===== src/rtl/keccak_pad_absorb.sv =====
// keccak_pad_absorb: packs a byte stream into rate-sized sponge blocks with suffix and pad10*1 padding
// clk/reset           : rising-edge clock, synchronous active-high reset
// mode                : 0 = SHAKE (suffix 0x1F), 1 = cSHAKE (suffix 0x04), latched on first beat
// in_valid/in_ready   : byte-beat handshake; in_data byte, in_keep byte present, in_last end of message
// blk_valid/blk_ready : block handshake; blk_data byte i at [8i+7:8i]
// blk_last/blk_count  : final padded block flag, saturating blocks-emitted count in this message
module keccak_pad_absorb #(
   parameter int RATE_BYTES = 136,
   parameter int CNT_W      = 8,
   parameter int BLK_CNT_W  = 16
) (
   input  logic                    clk,
   input  logic                    reset,
   input  logic                    mode,
   input  logic                    in_valid,
   output logic                    in_ready,
   input  logic [7:0]              in_data,
   input  logic                    in_keep,
   input  logic                    in_last,
   output logic                    blk_valid,
   input  logic                    blk_ready,
   output logic [8*RATE_BYTES-1:0] blk_data,
   output logic                    blk_last,
   output logic [BLK_CNT_W-1:0]    blk_count
);
   localparam logic [1:0] FILL = 2'd0, EMIT = 2'd1, PADBLK = 2'd2;
   localparam logic [CNT_W-1:0] R_FULL = CNT_W'(RATE_BYTES);
   logic [1:0] state, state_n;
   logic [8*RATE_BYTES-1:0] data_n;
   logic [CNT_W-1:0] cnt, cnt_n, cnt_after;
   logic [BLK_CNT_W-1:0] count_n, count_inc;
   logic mode_q, mode_n, busy, busy_n, pad_pending, pad_n, last_n;
   logic accept, m, done;
   logic [7:0] suffix;
   assign accept    = in_valid & in_ready & (in_keep | in_last);
   // busy marks a message in progress, so the live mode input only matters on its first beat
   assign m         = busy ? mode_q : mode;
   assign suffix    = m ? 8'h04 : 8'h1F;
   assign cnt_after = cnt + CNT_W'(in_keep);
   // last beat leaves room in this block for the padding
   assign done      = in_last && cnt_after != R_FULL;
   assign count_inc = &blk_count ? blk_count : blk_count + BLK_CNT_W'(1);
   always_comb begin
      state_n = state;
      data_n  = blk_data;
      cnt_n   = cnt;
      mode_n  = mode_q;
      busy_n  = busy;
      pad_n   = pad_pending;
      last_n  = blk_last;
      count_n = blk_count;
      if (state == FILL) begin
         if (accept) begin
            // unwritten bytes are zero, so xor-ing suffix and 0x80 onto one byte yields suffix|0x80
            for (int i = 0; i < RATE_BYTES; i++) begin
               if (in_keep && CNT_W'(i) == cnt) data_n[8*i +: 8] = in_data;
               if (done && CNT_W'(i) == cnt_after) data_n[8*i +: 8] = data_n[8*i +: 8] ^ suffix;
            end
            if (done) data_n[8*RATE_BYTES-8 +: 8] = data_n[8*RATE_BYTES-8 +: 8] ^ 8'h80;
            cnt_n  = cnt_after;
            mode_n = m;
            busy_n = !in_last;
            if (in_last || cnt_after == R_FULL) begin
               state_n = EMIT;
               last_n  = done;
               pad_n   = in_last && !done;
               count_n = count_inc;
            end
         end
      end else if (state == EMIT) begin
         if (blk_ready) begin
            data_n  = '0;
            cnt_n   = '0;
            last_n  = 1'b0;
            state_n = pad_pending ? PADBLK : FILL;
            if (blk_last) count_n = '0;
         end
      end else begin
         data_n                       = '0;
         data_n[7:0]                  = mode_q ? 8'h04 : 8'h1F;
         data_n[8*RATE_BYTES-8 +: 8]  = 8'h80;
         state_n                      = EMIT;
         pad_n                        = 1'b0;
         last_n                       = 1'b1;
         count_n                      = count_inc;
      end
   end
   always_ff @(posedge clk) begin
      if (reset) begin
         state       <= FILL;
         blk_data    <= '0;
         cnt         <= '0;
         mode_q      <= 1'b0;
         busy        <= 1'b0;
         pad_pending <= 1'b0;
         blk_last    <= 1'b0;
         blk_count   <= '0;
         in_ready    <= 1'b0;
         blk_valid   <= 1'b0;
      end else begin
         state       <= state_n;
         blk_data    <= data_n;
         cnt         <= cnt_n;
         mode_q      <= mode_n;
         busy        <= busy_n;
         pad_pending <= pad_n;
         blk_last    <= last_n;
         blk_count   <= count_n;
         in_ready    <= state_n == FILL;
         blk_valid   <= state_n == EMIT;
      end
   end
endmodule


===== config.mk =====
export PLATFORM = sky130hd
export DESIGN_NAME = keccak_pad_absorb
export DESIGN_NICKNAME = d
export VERILOG_FILES = /design/src/rtl/keccak_pad_absorb.sv
export SDC_FILE = /design/constraint.sdc
export NUM_CORES = 2
export LEC_CHECK = 0
export ABC_AREA = 0
export BUFFER_PORTS_ARGS = -buffer_cell sky130_fd_sc_hd__buf_2
export CELL_PAD_IN_SITES_DETAIL_PLACEMENT = 0
export CELL_PAD_IN_SITES_GLOBAL_PLACEMENT = 1
export CORE_AREA = 2 2 436 438
export DETAILED_ROUTE_END_ITERATION = 16
export DIE_AREA = 0 0 438 440
export HOLD_SLACK_MARGIN = 0.05
export PLACE_DENSITY_LB_ADDON = 0.25
export REMOVE_ABC_BUFFERS = 1
export SLEW_MARGIN = 10
export SYNTH_ARGS = -nofsm -noshare
export SYNTH_HDL_FRONTEND = slang
export SYNTH_SLANG_ARGS = --single-unit

===== constraint.sdc =====
create_clock -name clk -period 2.6 [get_ports clk]
set_input_delay 0 -clock clk [delete_from_list [all_inputs] [get_ports clk]]
set_output_delay 0 -clock clk [all_outputs]
set_load 0.02 [all_outputs]

==> reports/metrics.cfg <==
[outcome]
outcome=complete, but fails checks
violations=setup timing

[yosys]
ys_seq_area_share_pct=39.9
synth_edf_count=0
synthCells=6567
ys.flop_type=dfxtp_1
synth_seq_cells=1120
synth_warnings=0
synthArstFlopShare_pct=0
synth.avg_cell_area_sq_um=8.56
synth.distinct_cells=99
syn_area_sq_um=56200

[drt]
first_iter_violations=6311
postRouteAntennaNets=0
wirelength_microns=337000
wl_per_cell_microns=30.0
vias=64457
drt_pre_antenna_iters=6
drc=0
viasPerCell=5.75

[clock_network]
root_buffer=clkbuf_16
cts.clk_slew.worst_paths_ps=60
cts_tree=built
clock_sinks=1120
worstSkewPairLatency_ps=850
cts_max_level=4
clock_path_buffers=3
cts_made_buffers=139

[hold_path]
min-delay-start=blk_ready
hold-path-endpoint=blk_valid
hold_class=primary input to flop
worstHoldPathCells=5

[grt]
antenna_found_initial=4
grtUsageTotal_pct=32.9
grt_overflow_total=0
grt_pass1_wl_microns=459000
grt_max_degree=162
grt_pass1_vias=60118

[pwr]
internal_power_uw=29900
switching_share_pct=27.4
power_switching_uw=11300
combPwrFrac_pct=9.5
power_frac_clock_pct=48.8
p_seq_share_pct=41.7
power_uw=41200
leakagePower_uw=0.0354
power.density_nw_per_um2=473
ir_drop_mv=0.534

[place]
io_buffer_count=1121
hpwl_microns=245000
place_congestion=0.943
placed_cells=10766

[floorplan]
start_util_pct=29.8
die_y_microns=440
rows=160
die-area_sq_um=193000
die_w_microns=438
core_sq_um=189000
pin_count=1122

[sta]
period_needed_ps=2810
rsz0062_at_grt=true
setup_ws_ps=-207
finalHoldViolCount=0
setup_violations=495
skew_ps=37.1
report.final.slew_viol_count=0
fmax_mhz=356
fin_crit_sh_pct=108
slew_headroom_pct=22.0
tightestPinTransition_ps=1170

[finish]
layout-drive-gt1-share_pct=41.8
areaGrowthSynthToFinish_pct=55.2
fin_cells=11218
fillCellCount=18322
nets=8617
mostFrequentLayoutCell=buf_2
final_cell_mix=buf_2 (1117), dfxtp_1 (1115), buf_4 (813)

[critical_path]
reg2reg_from=cnt[0]
worstPathMaxFanout=6
cp-end-kind=flop
reg2reg_slack_ps=-210
crit_arrival_ps=3530
start_kind=flop
r2r_cells=13
worstSetupPathType=flop to flop
r2r-end=blk_data[659]
worst_ep_required_time_ps=3320

[job]
max-cap-violations=0

[through the flow]
stage / cell area, sq um / utilization (%) / TNS (ps) / setup slack [ps] / hold slack [ps]
after floorplan: 53900 / - / - / -18960 / 69.1
after global placement: 73300 / 38.9 / -143290 / -439 / 260
after detailed placement: 73300 / 38.9 / -163060 / -449 / 278
after CTS: 82700 / 43.9 / -28250 / -160 / 69.3
after global routing: 87200 / 46.2 / -88460 / -298 / 126
final: 87200 / 46.2 / -30820 / -207 / 140
[layout make-up]
cell class / instances / area [sq um] / area share (%)
multi-input combinational: 4901 / 37500 / 43.0
sequential: 1120 / 22400 / 25.7
timing repair buffer: 2403 / 19400 / 22.2
clock buffer: 196 / 3940 / 4.52
tap: 2511 / 3140 / 3.60
clock inverter: 52 / 657 / 0.753
inverter: 34 / 140 / 0.161
antenna: 1 / 2.50 / 0.00287
[routing by layer]
metal,vias up,part of all wire (%),GRT usage (%)
li1,28798,-,-
met1,32088,40,41.0
met2,2843,45,52.1
met3,728,7.6,6.97
met4,0,7.3,19.6
met5,-,0,0
[power by group through the flow]
stage / Sequential, uW / Combinational (uW) / Clock (uW)
2_1_floorplan: 17600 / 1360 / 0
3_3_place_gp: 17600 / 3300 / 0
3_5_place_dp: 17600 / 3320 / 0
4_1_cts: 17200 / 3590 / 20400
5_1_grt: 17200 / 4050 / 21000
6_report: 17200 / 3900 / 20100
[worst max-delay path by stage]
stage	startpoint	to	slack, ps	depth (start not counted)
2_1_floorplan	state[1]	blk_data[1040]	-18960	6
3_3_place_gp	cnt[0]	blk_data[468]	-440	12
3_5_place_dp	cnt[0]	blk_data[468]	-450	12
4_1_cts	cnt[0]	blk_data[658]	-160	14
5_1_grt	cnt[0]	blk_data[273]	-300	16
6_report	cnt[0]	blk_data[659]	-210	13
[state kept, by name, summed over array words and instances, names as in the netlist]
name,count
busy,1
blk_last,1
pad_pending,1
blk_data,1088
in_ready,1
blk_valid,1
blk_count,16
state,2
mode_q,1
cnt,8
[Yosys cell counts (24+ instances only)]
| master | number | area [sq um] |
|---|---|---|
| nor3_1 | 141 | 706 |
| a21oi_1 | 151 | 756 |
| nand2_1 | 594 | 2230 |
| o21ai_0 | 324 | 1620 |
| o311ai_0 | 30 | 263 |
| o221ai_1 | 52 | 455 |
| xor2_1 | 44 | 385 |
| a22o_1 | 383 | 3350 |
| o31ai_1 | 94 | 706 |
| and3_1 | 35 | 219 |
| o21ai_1 | 28 | 140 |
| a31oi_1 | 116 | 726 |
| nor2_1 | 771 | 2890 |
| nand3_1 | 144 | 721 |
| o22ai_1 | 384 | 2400 |
| buf_1 | 83 | 312 |
| xnor2_1 | 505 | 4420 |
| a211oi_1 | 31 | 233 |
| nand4_1 | 42 | 263 |
| or3_1 | 35 | 219 |
| a22oi_1 | 424 | 3180 |
| inv_1 | 32 | 120 |
| nor4_1 | 58 | 363 |
| and2_1 | 37 | 231 |
| clkbuf_1 | 319 | 1200 |
| nor3_4 | 68 | 1110 |
| dfxtp_1 | 1120 | 22400 |
| o211ai_1 | 24 | 180 |
| buf_2 | 71 | 355 |
[critical path: stages (launching register included)]
cell      delay (ps)
dfxtp_4          360
ha_4             180
buf_6            130
nand2b_4         120
o32a_1           320
o22a_4           310
buf_12           180
buf_12           150
buf_16           150
nor3_4           210
buf_12           160
xnor2_2          110
o22ai_2          110
a22o_1           190
[timing repair]
action	in CTS	in global routing
gates cloned	20	7
gates resized for setup	663	726
setup endpoints to repair	746	827
hold endpoints to repair	579	0
hold buffers	17	0
pin swaps	326	429
setup buffers	130	68
[cell families after synthesis]
logic type,Yosys count,synth area share (%)
muxes,27,0.494
AOI/OAI and AO/OA,2250,28.4
buffers and inverters,546,4.20
adders and majority gates,3,0.0668
and+or+nand+nor,2071,18.3
DFF,1120,39.9
xor gates and xnor gates,550,8.59
Note: power is estimated with default switching activity, not from simulation.
